`src/rtl/keypad_pkg.sv`:
```
// Shared definitions for the keypad scanner: FSM state encoding and index/code width helpers.
package keypad_pkg;

  typedef enum logic [1:0] {
    ST_SCAN     = 2'd0,
    ST_DEBOUNCE = 2'd1,
    ST_HELD     = 2'd2,
    ST_RELEASE  = 2'd3
  } scan_state_t;

  // Never returns 0 so single-entry ranges still get a 1-bit index.
  function automatic int idx_width(input int n);
    return (n > 1) ? $clog2(n) : 1;
  endfunction

  function automatic int code_width(input int rows, input int cols);
    return idx_width(rows * cols);
  endfunction

endpackage

```
`src/rtl/keypad_scan_ctrl_sync_fifo.sv`:
```
// Small synchronous FIFO for key codes; the head is presented combinationally and reads 0 when empty.
module sync_fifo #(
  parameter int WIDTH = 4,
  parameter int DEPTH = 4
) (
  input  logic                     clk,
  input  logic                     reset,
  input  logic                     push,
  input  logic                     pop,
  input  logic [WIDTH-1:0]         din,
  output logic [WIDTH-1:0]         dout,
  output logic                     valid,
  output logic                     full,
  output logic [$clog2(DEPTH):0]   count
);

  localparam int AW = $clog2(DEPTH);
  localparam int CW = AW + 1;

  logic [WIDTH-1:0] mem [DEPTH];
  logic [AW-1:0]    wr_ptr;
  logic [AW-1:0]    rd_ptr;
  logic             do_push;
  logic             do_pop;

  assign valid   = (count != '0);
  assign full    = (count == CW'(DEPTH));
  assign do_pop  = pop && valid;
  // When full, a push only lands if the head leaves in the same cycle.
  assign do_push = push && (!full || do_pop);
  assign dout    = valid ? mem[rd_ptr] : '0;

  always_ff @(posedge clk) begin
    if (do_push) mem[wr_ptr] <= din;
  end

  always_ff @(posedge clk) begin
    if (!reset) begin
      wr_ptr <= '0;
      rd_ptr <= '0;
      count  <= '0;
    end else begin
      if (do_push) wr_ptr <= wr_ptr + AW'(1);
      if (do_pop)  rd_ptr <= rd_ptr + AW'(1);
      if (do_push && !do_pop)      count <= count + CW'(1);
      else if (do_pop && !do_push) count <= count - CW'(1);
    end
  end

endmodule

```
`src/rtl/keypad_scan_ctrl.sv`:
```
// Matrix keypad scanner: drives one column at a time, debounces a single key and queues its code.
module keypad_scan_ctrl
  import keypad_pkg::*;
#(
  parameter int ROWS       = 4,
  parameter int COLS       = 4,
  parameter int SCAN_DIV   = 1000,
  parameter int DEB_SCANS  = 3,
  parameter int FIFO_DEPTH = 4
) (
  input  logic                               clk,
  input  logic                               reset,
  input  logic [ROWS-1:0]                    filas,
  output logic [COLS-1:0]                    columnas,
  output logic                               key_valid,
  input  logic                               key_ready,
  output logic [code_width(ROWS, COLS)-1:0]  key_code,
  output logic [$clog2(FIFO_DEPTH):0]        fifo_count,
  output logic                               key_held,
  output logic                               overflow,
  input  logic                               clr_ovf
);

  localparam int CODE_W = code_width(ROWS, COLS);
  localparam int COL_W  = idx_width(COLS);
  localparam int ROW_W  = idx_width(ROWS);
  localparam int DIV_W  = idx_width(SCAN_DIV);
  localparam int DEB_W  = idx_width(DEB_SCANS + 1);

  logic [ROWS-1:0]   filas_s1, filas_s2;
  logic [DIV_W-1:0]  scan_cnt;
  logic [COL_W-1:0]  col_q, col_d, next_col;
  logic [ROW_W-1:0]  row_q, row_d, low_row;
  logic [DEB_W-1:0]  deb_cnt, deb_d;
  scan_state_t       state_q, state_d;
  logic              sample_pt;
  logic              row_hit;
  logic              push;
  logic [CODE_W-1:0] push_code;
  logic              fifo_full;
  logic              pop;

  always_ff @(posedge clk) begin
    if (!reset) begin
      filas_s1 <= '0;
      filas_s2 <= '0;
      scan_cnt <= '0;
    end else begin
      filas_s1 <= filas;
      filas_s2 <= filas_s1;
      scan_cnt <= sample_pt ? '0 : scan_cnt + DIV_W'(1);
    end
  end

  assign sample_pt = (scan_cnt == DIV_W'(SCAN_DIV - 1));
  assign row_hit   = filas_s2[row_q];
  assign next_col  = (col_q == COL_W'(COLS - 1)) ? '0 : col_q + COL_W'(1);

  // Descending walk so the lowest-index closed row is the one that sticks.
  always_comb begin
    low_row = '0;
    for (int r = ROWS - 1; r >= 0; r--) begin
      if (filas_s2[r]) low_row = ROW_W'(r);
    end
  end

  always_ff @(posedge clk) begin
    if (!reset) begin
      state_q <= ST_SCAN;
      col_q   <= '0;
      row_q   <= '0;
      deb_cnt <= '0;
    end else begin
      state_q <= state_d;
      col_q   <= col_d;
      row_q   <= row_d;
      deb_cnt <= deb_d;
    end
  end

  // Everything moves only at sample points; the column stays frozen while a key is tracked.
  always_comb begin
    state_d = state_q;
    col_d   = col_q;
    row_d   = row_q;
    deb_d   = deb_cnt;
    push    = 1'b0;
    if (sample_pt) begin
      case (state_q)
        ST_SCAN: begin
          if (|filas_s2) begin
            row_d = low_row;
            if (DEB_SCANS == 1) begin
              push    = 1'b1;
              deb_d   = '0;
              state_d = ST_HELD;
            end else begin
              deb_d   = DEB_W'(1);
              state_d = ST_DEBOUNCE;
            end
          end else begin
            col_d = next_col;
          end
        end
        ST_DEBOUNCE: begin
          if (!row_hit) begin
            deb_d   = '0;
            col_d   = next_col;
            state_d = ST_SCAN;
          end else if (deb_cnt == DEB_W'(DEB_SCANS - 1)) begin
            push    = 1'b1;
            deb_d   = '0;
            state_d = ST_HELD;
          end else begin
            deb_d = deb_cnt + DEB_W'(1);
          end
        end
        ST_HELD: begin
          if (!row_hit) begin
            if (DEB_SCANS == 1) begin
              deb_d   = '0;
              col_d   = next_col;
              state_d = ST_SCAN;
            end else begin
              deb_d   = DEB_W'(1);
              state_d = ST_RELEASE;
            end
          end
        end
        ST_RELEASE: begin
          if (row_hit) begin
            deb_d   = '0;
            state_d = ST_HELD;
          end else if (deb_cnt == DEB_W'(DEB_SCANS - 1)) begin
            deb_d   = '0;
            col_d   = next_col;
            state_d = ST_SCAN;
          end else begin
            deb_d = deb_cnt + DEB_W'(1);
          end
        end
        default: state_d = ST_SCAN;
      endcase
    end
  end

  always_comb begin
    columnas        = '0;
    columnas[col_q] = 1'b1;
  end

  assign key_held  = (state_q == ST_HELD) || (state_q == ST_RELEASE);
  assign push_code = CODE_W'(int'(row_d) * COLS + int'(col_q));
  assign pop       = key_valid && key_ready;

  sync_fifo #(
    .WIDTH (CODE_W),
    .DEPTH (FIFO_DEPTH)
  ) u_fifo (
    .clk   (clk),
    .reset (reset),
    .push  (push),
    .pop   (pop),
    .din   (push_code),
    .dout  (key_code),
    .valid (key_valid),
    .full  (fifo_full),
    .count (fifo_count)
  );

  // A set in the same cycle as clr_ovf keeps the flag raised.
  always_ff @(posedge clk) begin
    if (!reset)                        overflow <= 1'b0;
    else if (push && fifo_full && !pop) overflow <= 1'b1;
    else if (clr_ovf)                  overflow <= 1'b0;
  end

endmodule

```
`config.mk`:
```
export PLATFORM = sky130hd
export DESIGN_NAME = keypad_scan_ctrl
export DESIGN_NICKNAME = d
export VERILOG_FILES = /design/src/rtl/keypad_pkg.sv /design/src/rtl/keypad_scan_ctrl_sync_fifo.sv /design/src/rtl/keypad_scan_ctrl.sv
export SDC_FILE = /design/constraint.sdc
export NUM_CORES = 1
export LEC_CHECK = 0
export ABC_AREA = 0
export ABC_CLOCK_PERIOD_IN_PS = 4030
export BUFFER_PORTS_ARGS = -buffer_cell sky130_fd_sc_hd__buf_2
export CAP_MARGIN = 20
export CORE_UTILIZATION = 30
export CTS_BUF_LIST = sky130_fd_sc_hd__clkbuf_2 sky130_fd_sc_hd__clkbuf_4 sky130_fd_sc_hd__clkbuf_8
export CTS_CLUSTER_SIZE = 30
export DETAILED_ROUTE_END_ITERATION = 12
export GPL_ROUTABILITY_DRIVEN = 1
export PLACE_DENSITY_LB_ADDON = 0.15
export SYNTH_ARGS = -nofsm -noshare
export SYNTH_HDL_FRONTEND = slang
export SYNTH_SLANG_ARGS = --single-unit
```
`constraint.sdc`:
```
create_clock -name clk -period 4.03 [get_ports clk]
set_input_delay 0 -clock clk [delete_from_list [all_inputs] [get_ports clk]]
set_output_delay 0 -clock clk [all_outputs]
set_load 0.05 [all_outputs]
```
* Word-level counts from Yosys, hierarchy flattened
Memory sizes are Yosys's and may differ from the RTL's. A register that Yosys moved wholly into a read port is not among the register bits.
Cells that the tools add are included.
** Operators by class
- Add/subtract/negate cells :: 8
- Equality and inequality tests :: 15
- Reductions and logical operators :: 24
- Multipliers :: 0
- Shift-type cells :: 0
- Order comparisons :: 3
- Bitwise logic cells :: 1
- Multiplexer cells :: 42
- Divide/modulo/power cells :: 0
** Operator list (number)
- $mux W2 :: 24
- $pmux W2 S4 :: 2
- $ne A2 B2 Y1 const B :: 6
- $add A10 B1 Y10 const B :: 1
- $eq A10 B10 Y1 const B :: 1
- $mux W1 :: 10
- $add A2 B1 Y2 const B :: 4
- $eq A2 B2 Y1 const B :: 4
- $logic_and A1 B1 Y1 :: 8
- $lt A2 B3 Y1 const B :: 2
- $mux W3 :: 2
- $ne A3 B3 Y1 const B :: 2
- $pmux W2 S3 :: 1
- $reduce_and A6 Y1 :: 1
- $reduce_bool A3 Y1 :: 2
- $reduce_and A5 Y1 :: 1
- $add A4 B2 Y4 :: 1
- $logic_not A1 Y1 :: 4
- $mux W4 :: 1
- $reduce_bool A2 Y1 :: 2
- $reduce_or A4 Y1 :: 1
- $add A3 B1 Y3 const B :: 1
- $eq A3 B3 Y1 const B :: 1
- $reduce_and A3 Y1 :: 1
- 9 further kinds :: 10
** Word-level totals
- Input bits :: 8
- Bits in writable memories :: 16
- Logic and storage cells :: 105
- Bits in latches :: 0
- Memory bits (read-only) :: 0
- Memories :: 1
- Bits in registers :: 34
- Output and inout bits :: 14
** Memory list
- u_fifo.mem :: depth 4, width 4, rd ports 1, clocked after memory_dff 1, wr ports 1, RTL line keypad_scan_ctrl_sync_fifo.sv:20 : logic [WIDTH-1:0] mem [DEPTH];

* Logic depth before layout (Yosys ltp)
Gate-level depths: netlist of the first run.
- Depth after elaboration :: 10
- Mapped depth :: 10
- Depth with buffers taken out :: 10

* Cells and area by module
Synthesis of the first run repeated with hierarchy kept, for this count alone.
** Second synthesis, totals
- Cells, all modules :: 211
- Area, all modules :: 2349.8 sq um
** By module, submodules not included
- keypad_scan_ctrl :: cells each 137, area an instance 1260.0 sq um, sequential area each 540.5 sq um, instances 1
- sync_fifo :: cells each 74, area an instance 1089.8 sq um, sequential area each 660.6 sq um, instances 1

* Worst setup path before layout of the first run
OpenSTA, ideal clock, no wires.
- Path type :: register to register
- From :: reg u_fifo.count[0]
- To :: reg u_fifo.count[2]
- Path slack :: 1.055 ns
- Data arrival time :: 2.905 ns
- Path buffers :: 0
- Period minus slack after synthesis :: 2.975 ns
- Cell stages (with the launch flop) :: 10
- Library setup time :: 0.070 ns
- Required time :: 3.960 ns
- Cells stage by stage :: dfxtp_1 nor4b_1 nor4_1 and2_1 ha_1 inv_1 fa_1 xor2_1 or3_1 a21oi_1
** On the way
- Word-level cells in the longest chain between the ends :: 8
- Elaborated cells on any way between the ends :: 16
- Classes of those cells :: add/sub: 2; eq/ne: 1; mux: 2; reduce/logical: 11
** Ends and longest elaborated chain
- start, declared :: RTL line keypad_scan_ctrl_sync_fifo.sv:14 : output logic [$clog2(DEPTH):0] count
- start signal, assigned :: RTL line keypad_scan_ctrl_sync_fifo.sv:45 : if (do_push && !do_pop) count <= count + CW'(1);
- start signal, assigned :: RTL line keypad_scan_ctrl_sync_fifo.sv:46 : else if (do_pop && !do_push) count <= count - CW'(1);
- $reduce_bool A3 Y1 :: RTL line keypad_scan_ctrl_sync_fifo.sv:26 : assign valid = (count != '0);
- $logic_and A1 B1 Y1 :: RTL line keypad_scan_ctrl.sv:154 : assign pop = key_valid && key_ready;
- $logic_and A1 B1 Y1 :: RTL line keypad_scan_ctrl_sync_fifo.sv:28 : assign do_pop = pop && valid;
- $logic_or A1 B1 Y1 * :: RTL line keypad_scan_ctrl_sync_fifo.sv:30 : assign do_push = push && (!full || do_pop);
- $logic_and A1 B1 Y1 * :: RTL line keypad_scan_ctrl_sync_fifo.sv:30
- net u_fifo.do_push :: RTL line keypad_scan_ctrl_sync_fifo.sv:23 : logic do_push;
- $logic_not A1 Y1 :: RTL line keypad_scan_ctrl_sync_fifo.sv:46
- $logic_and A1 B1 Y1 :: RTL line keypad_scan_ctrl_sync_fifo.sv:46
- $reduce_bool A2 Y1 (no source line)
Mark *: on every way through the listed nets, which the timed path passes. The rest lies on a longest branch. The select of a mux whose other input is x is not followed.
A chain may end at the register's enable or synchronous reset.

* Worst setup path after layout of the first run
- From :: reg row_q[0]
- To :: reg u_fifo.count[2]
** On the way
- Word-level cells in the longest chain between the ends :: 9
- Elaborated cells on any way between the ends :: 11
- Classes of those cells :: mux: 6; reduce/logical: 5
** Ends and longest elaborated chain
- start, declared :: RTL line keypad_scan_ctrl.sv:33 : logic [ROW_W-1:0] row_q, row_d, low_row;
- start signal, assigned :: RTL line keypad_scan_ctrl.sv:76 : row_q <= row_d;
- $bmux W1 S2 * :: RTL line keypad_scan_ctrl.sv:56 : assign row_hit = filas_s2[row_q];
- $mux W1 (implied by the code) * :: RTL line keypad_scan_ctrl.sv:56
- $mux W1 * :: RTL line keypad_scan_ctrl.sv:106 : if (!row_hit) begin
- $mux W1 * :: RTL line keypad_scan_ctrl.sv:89 : case (state_q)
- $mux W1 * :: RTL line keypad_scan_ctrl.sv:88 : if (sample_pt) begin
- $logic_and A1 B1 Y1 * :: RTL line keypad_scan_ctrl_sync_fifo.sv:30
- net u_fifo.do_push :: RTL line keypad_scan_ctrl_sync_fifo.sv:23
- $logic_not A1 Y1 :: RTL line keypad_scan_ctrl_sync_fifo.sv:46
- $logic_and A1 B1 Y1 :: RTL line keypad_scan_ctrl_sync_fifo.sv:46
- $reduce_bool A2 Y1 (no source line)
Marks and branches as above.

==> metrics, run 1 <==
area grow syn2layout=15.04%; Startpoint Class=register; worst min path class=in2reg; post-synthesis cell type count=42; CP arrival=between 2000 and 3000 ps; first-pass GRT wire length=around 6600 um; detailed-route DRC error count=0; Worst R2R Setup Slack=roughly 1300 ps; Worst Setup Path Type=reg2reg; top cells by count, synth=dfxtp_1 (36), nor2_1 (19), edfxtp_1 (16); Worst Path Required=between 4000 and 5000 ps; RR Endpoint=u_fifo.count[2]; WP depth=9; Die Area=around 0.0080 mm^2; Setup crit end kind=register; area of the mapped netlist=roughly 0.0023 mm^2; Peak VDD IR=0.1369 mV; WP buf/inv=1; RSZ-0062 raised after global routing=false; Crit path largest cell delay=around 500 ps; Hold-fix buffers, CTS=5; footprint of the multi-input gates=roughly 0.0010 mm^2; Top Family by Delay on Critical Path=simple AND/OR/NAND/NOR gates; Synth Register Bits=52; Slew @ Worst Pin=946.3 ps; fin crit share=about 68%; Met2 Routed Length=about 1700 um; clk_lat worst skew=310 ps; post-CTS setup buffer count=0; core footprint=around 0.0073 mm^2; most common cell in the netlist=dfxtp_1; via count=~1.5k; Async SR Flop Fraction=0%; met3 wire len=125 um; CTS tree=yes; setup violators final=0; total clock sinks=52; clock skew=about 9.5 ps; Syn Inst Count=about 200; uppermost layer routed=met4; area occupied by registers=~0.0012 mm^2; largest area contributor in the netlist=dfxtp_1; Die X=between 80 and 90 um; Starting Density=a little under a third; Slew Viols, Final=0; Power Dens Cells=roughly 340 mW/mm^2; Yosys warnings=0; R2R cell count=9; clk slew on worst S/H paths=between 100 and 150 ps; hold depth=3; Synth top area share=31.49%; fraction of layout cells with a size suffix above 1=19.48%; minimum clock period=2732 ps; Max-slew headroom=36.43%; vias per cell=4.445; initial antenna violation count=0; gr ovfl total=0; final hold vios=0; Min Hold Slack=approximately 81 ps; status=finished, final reports clean; cts repair resizes=0; M1 WL=~2000 um; diode count=0; post-synthesis sequential area ratio=a little over half; DRT antenna net count=0; number of synthesized flops with an enable pin=16; CTS H-tree depth=2; DR WL/cell=around 12 um; synth top area cells=dfxtp_1 (31%), edfxtp_1 (21%), ha_1 (5.5%); drt initial violations=60; Fill cells=just over 700; Post-DP HPWL=2800 um; routed wire length=approximately 4000 um; FF-to-FF Start=row_q[0]; synthesized area per cell=about 11 um^2; largest net degree at the start of global routing=19; clock root buffer=clkbuf_8; maxcap violations=0; vias in the first global route=1304; io pins=22; Placer Congestion=approximately 0.75; worst-path cell chain=mux4_2 -> nor3b_2 -> and2_1 -> ha_1 -> inv_1 -> fa_1 -> xor2_1 -> or3_1 -> a21oi_1; Synthesized Nets=between 200 and 250; Leakage Power=1.051 nW; Worst Setup SP=row_q[0]; Critical Path Sink=u_fifo.count[2]; maximum clock frequency=0.3660 GHz; count of input and output buffers=21; Num CTS Buffers=5; DR pass1 iterations=4; final setup TNS=0 ps; Final Net Count=249; Row Count=31; Total GRT Usage=between 10 and 15%; Worst path slowest cell=nor3b_2; Die Height=slightly below 90 um; crit-path max FO=10; Clock Path Buffers=2; Main synth FF type=dfxtp_1
cell families after synthesis:
kind of cell    synth area share (%)
xor+xnor                       4.975
buf+inv                        3.281
fa+ha+maj                      6.342
flops                          52.49
compound gates                 6.834
simple gates                   19.41
mux                            6.670
through the flow:
| step | instance area, um^2 | utilization [%] | std cells | setup slack, ps | total power [W] |
|---|---|---|---|---|---|
| finish | 2633 | 35.91 | 330 | 1298 | 0.0008859 |
| CTS | 2633 | 35.91 | 330 | 1293 | 0.0009037 |
| floorplan | 2288 | - | 204 | 1055 | 0.0005727 |
| global route | 2633 | 35.91 | 330 | 1098 | 0.0009288 |
| global placement | 2487 | 33.93 | 317 | 1397 | 0.0005817 |
| detailed placement | 2487 | 33.93 | 317 | 1326 | 0.0005816 |
worst reg2reg max path: cells and delay by family, from the launching register on:
kind	cells	cell delay (ps)
fa+ha+maj	2	540
compound gates	1	140
flops	1	340
xor+xnor	1	180
buf+inv	1	60
mux	1	400
simple gates	3	1010
area by class of cell:
| class | count | share of cell area, % |
|---|---|---|
| clock buffers | 5 | 2.614 |
| clock inverters | 3 | 0.9981 |
| inverters | 10 | 1.426 |
| multi-input cells | 134 | 38.45 |
| flip-flops and latches | 52 | 45.63 |
| well taps | 99 | 4.705 |
| repair buffers | 27 | 6.179 |
cell usage in the layout, fill, tap and decap left out, types with 2 or more instances in the layout:
cell           instances
buf_2                 21
xnor2_1                7
nor3_1                 3
and2_1                14
clkinv_4               2
dfxtp_1               36
or3_1                  6
a31oi_1                3
nor2_1                19
clkbuf_8               5
nand2_1               11
a21oi_1                5
edfxtp_1              16
ha_1                  10
mux2i_1                4
or2_2                  2
and3_1                 6
mux4_2                 5
nand3_1                6
a21o_1                 3
and3_2                 2
inv_1                 10
dlygate4sd3_1          5
nor4_1                 3
xor2_1                 6
flip-flops by register name (all words and copies together), names as in the netlist, named ones only:
| signal | count |
|---|---|
| filas_s2 | 4 |
| row_q | 2 |
| state_q | 1 |
| deb_cnt | 2 |
| overflow | 1 |
| u_fifo.wr_ptr | 2 |
| u_fifo.rd_ptr | 2 |
| u_fifo.count | 3 |
| col_q | 2 |
| filas_s1 | 4 |
| u_fifo.mem | 16 |
| scan_cnt | 10 |
report_power, final:
group | switching, W | leakage [nW] | internal, W
clock network | 0.000186 | 0.0487 | 0.000127
logic | 0.0000136 | 0.543 | 0.0000137
registers | 0.00000340 | 0.459 | 0.000542
total | 0.000203 | 1.05 | 0.000682
worst min-delay path by stage:
stage,startpoint,endpoint,slack (ps)
after floorplan,filas[0],filas_s1[0],130
after global placement,filas[2],filas_s1[2],210
after detailed placement,filas[2],filas_s1[2],210
after CTS,reset,col_q[0],70
after global routing,reset,filas_s1[1],90
final,reset,col_q[0],80
layer usage:
layer  GRT usage [%]  up-vias
met4           4.329        0
met3           3.324        6
met2           16.52       23
met5               0        -
met1           15.07      668
li1                -      770
Note: power is estimated with default switching activity, not from simulation.
==> inputs of run 2 (changes only) <==
--- a/config.mk
+++ b/config.mk
@@ -5,8 +5,8 @@
 export SDC_FILE = /design/constraint.sdc
 export NUM_CORES = 1
 export LEC_CHECK = 0
-export ABC_AREA = 0
-export ABC_CLOCK_PERIOD_IN_PS = 4030
+export ABC_AREA = 1
+export ABC_CLOCK_PERIOD_IN_PS = 2400
 export BUFFER_PORTS_ARGS = -buffer_cell sky130_fd_sc_hd__buf_2
 export CAP_MARGIN = 20
 export CORE_UTILIZATION = 30
==> constraint.sdc (replaced) <==
create_clock -name clk -period 2.4 [get_ports clk]
set_input_delay 0 -clock clk [delete_from_list [all_inputs] [get_ports clk]]
set_output_delay 0 -clock clk [all_outputs]
set_load 0.05 [all_outputs]
==> run 2 against run 1 <==
Net effect:
- hold slack got worse by 58 ps
- sequential share of layout area fell by 2.9 points
- critical path depth is 5 higher
- sequential cell count unchanged
- count of clock-buffer cells in the layout unchanged
- fmax increased by 24%
- wire length rose by 12%
- non-clock buffer count rose by 4
- critical path type unchanged
- largest power group unchanged
==> metrics, run 2 <==
status=finished, final reports clean; DR WL/cell=10.03 um; maxcap violations=0; Die Area=about 0.0084 mm^2; R2R cell count=14; GR Util met3=2.819%; synthesized area per cell=between 8 and 9 um^2; synth top area cells=dfxtp_1 (30%), edfxtp_1 (20%), nor2_1 (8.8%); Synthesized Nets=roughly 320; largest area contributor in the netlist=dfxtp_1; Final Net Count=between 300 and 400; vias per cell=about 4.2; io pins=22; DRT antenna net count=0; post-synthesis cell type count=27; commonest non-fill, non-tap cell in the layout=nor2_1; post-synthesis sequential area ratio=49.61%; Placer Congestion=between 0.8 and 0.9; routed wire length=about 4400 um; Peak VDD IR=about 0.36 mV; Leakage Power=about 1.3 nW; core footprint=0.007767 mm^2; Fill cells=roughly 840; Worst Path Required=approximately 2600 ps; detailed-route DRC error count=0; DR pass1 iterations=4; Row Count=32; gr ovfl total=0; Slew @ Worst Pin=between 400 and 500 ps; gr busiest metal=met2; Slew Viols, Final=0; Main synth FF type=dfxtp_1; Syn Inst Count=300; worst min path class=in2reg; Die X=91.84 um; Most flops, register=u_fifo.mem; hold depth=4; Worst path slowest cell=dfxtp_2; fin crit share=roughly 90%; fraction of layout cells with a size suffix above 1=approximately 15%; maximum clock frequency=approximately 0.45 GHz; Min-Delay Endpoint=overflow; Num CTS Buffers=5; worst-path cell chain=ha_2 -> nand2_1 -> nor2_4 -> nand4_4 -> nor2_4 -> nand3b_4 -> inv_1 -> ha_1 -> inv_1 -> fa_2 -> a21oi_1 -> o21ai_1 -> o21ai_1 -> a21oi_1; Async SR Flop Fraction=0%; final setup TNS=0 ps; Max-slew headroom=approximately 73%; Synth Register Bits=52; vias in the first global route=1714; clk slew on worst S/H paths=roughly 100 ps; RR Endpoint=u_fifo.count[2]; area grow syn2layout=16.43%; minimum clock period=2205 ps; Startpoint Class=register; largest net degree at the start of global routing=20; FF-to-FF Start=scan_cnt[0]; diode count=0; placed insts=between 400 and 500; Yosys warnings=0; CP arrival=2410 ps; clk_lat worst skew=around 310 ps; Top Family by Delay on Critical Path=adder cells; CTS tree=yes; met1 usage=about 16%; most common cell in the netlist=nor2_1; RSZ-0062 raised after global routing=false; Largest register FFs=16; post-layout util=a little over a third; top flop regs=u_fifo.mem: 16 flops, scan_cnt: 10 flops; via count=roughly 1.8k; WP buf/inv=2; crit-path max FO=3; Final Power=around 0.0023 W; final non-filler cell total=about 440; setup violators final=0; Die Height=approximately 92 um; hold wc startpoint=key_ready; Crit path largest cell delay=350 ps; Total GRT Usage=a little under an eighth; count of input and output buffers=21; Post-DP HPWL=roughly 3300 um; initial antenna violation count=0; Synth top area share=approximately 30%; met2 global-route usage=about 18%; first-pass GRT wire length=7679 um; Power Dens Cells=~800 mW/mm^2; drt initial violations=67; total clock sinks=52; Worst Setup Path Type=reg2reg; Clock Path Buffers=2; Starting Density=just over 30%; Min Hold Slack=around 23 ps; top cells by count, synth=nor2_1 (57), inv_1 (47), nand2_1 (47); final hold vios=0; area of the mapped netlist=0.002421 mm^2; number of synthesized flops with an enable pin=16; commonest cells after routing, fill and taps aside=nor2_1 (57), inv_1 (47), nand2_1 (47); Worst R2R Setup Slack=~200 ps; clock root buffer=clkbuf_8; clock skew=between 8 and 9 ps; CTS H-tree depth=2; Setup crit end kind=register
-- run 2: cell count changes after synthesis, moves of 6 or more --
| cell | previous run | this run |
|---|---|---|
| nor2_1 | 19 | 57 |
| inv_1 | 10 | 47 |
| nand2_1 | 11 | 47 |
| a21oi_1 | 5 | 22 |
| o21ai_0 | 1 | 17 |
| and2_1 | 14 | 0 |
| nand3_1 | 6 | 14 |
| xnor2_1 | 7 | 0 |
| and3_1 | 6 | 0 |
| or3_1 | 6 | 0 |
-- run 2: worst max-delay path by stage --
stage,startpoint,endpoint,slack (ps),cells past startpoint
floorplan,u_fifo.count[2],u_fifo.count[1],100,9
global placement,scan_cnt[0],u_fifo.count[2],170,14
detailed placement,scan_cnt[0],u_fifo.count[2],120,14
CTS,scan_cnt[0],u_fifo.count[2],100,14
global route,scan_cnt[0],u_fifo.count[2],9,14
finish,scan_cnt[0],u_fifo.count[2],200,14
-- run 2: what timing repair did --
| item | 4_1_cts | 5_1_grt |
|---|---|---|
| setup buffers | 0 | 1 |
| gates resized for setup | 0 | 6 |
| setup endpoints to repair | 0 | 1 |
| endpoints found under the hold margin | 5 | 0 |
| hold buffers | 5 | 0 |
-- run 2: metrics by stage --
step / cell area (um^2) / worst slack [ps]
after global routing: 2819 / 9.304
after floorplan: 2421 / 97.32
final: 2819 / 195.0
after CTS: 2804 / 98.50
after global placement: 2659 / 175.0
after detailed placement: 2659 / 116.2
-- run 2: layout make-up --
type	instances	area (um^2)	area share, %
flip-flops and latches	52	1204	42.70
multi-input cells	193	1012	35.91
repair buffers	31	192.7	6.835
inverters	50	187.7	6.658
well taps	102	127.6	4.527
clock buffers	5	68.82	2.441
clock inverters	3	26.28	0.9321
-- run 2: cell families (layout without fill, tap and decap cells) --
logic type	after synthesis	count (layout)	synth area share [%]
compound gates	40	40	8.372
xor+xnor	3	3	1.085
fa+ha+maj	11	11	5.995
buf+inv	55	89	8.786
flops	52	52	49.61
simple gates	139	139	26.15
-- run 2: per-layer routing --
| layer | vias to the layer above | part of all wire [%] |
|---|---|---|
| met5 | - | 0 |
| li1 | 1011 | - |
| met2 | 29 | 42 |
| met1 | 796 | 53 |
| met4 | 0 | 1.5 |
| met3 | 5 | 3.9 |
-- run 2: worst reg2reg max path, delay by kind of cell, from the launching register on --
family                   cells  cell delay (ps)
AND/OR/NAND/NOR              5              550
adder cells (fa/ha/maj)      3              640
buffers and inverters        2              120
flip-flops                   1              350
AO/OA/AOI/OAI                4              410
-- run 2: power by group --
part	switching, W	internal (W)	leakage [nW]
clock network	0.000315	0.000213	0.0423
registers	0.0000559	0.000953	0.442
logic	0.000527	0.000202	0.786
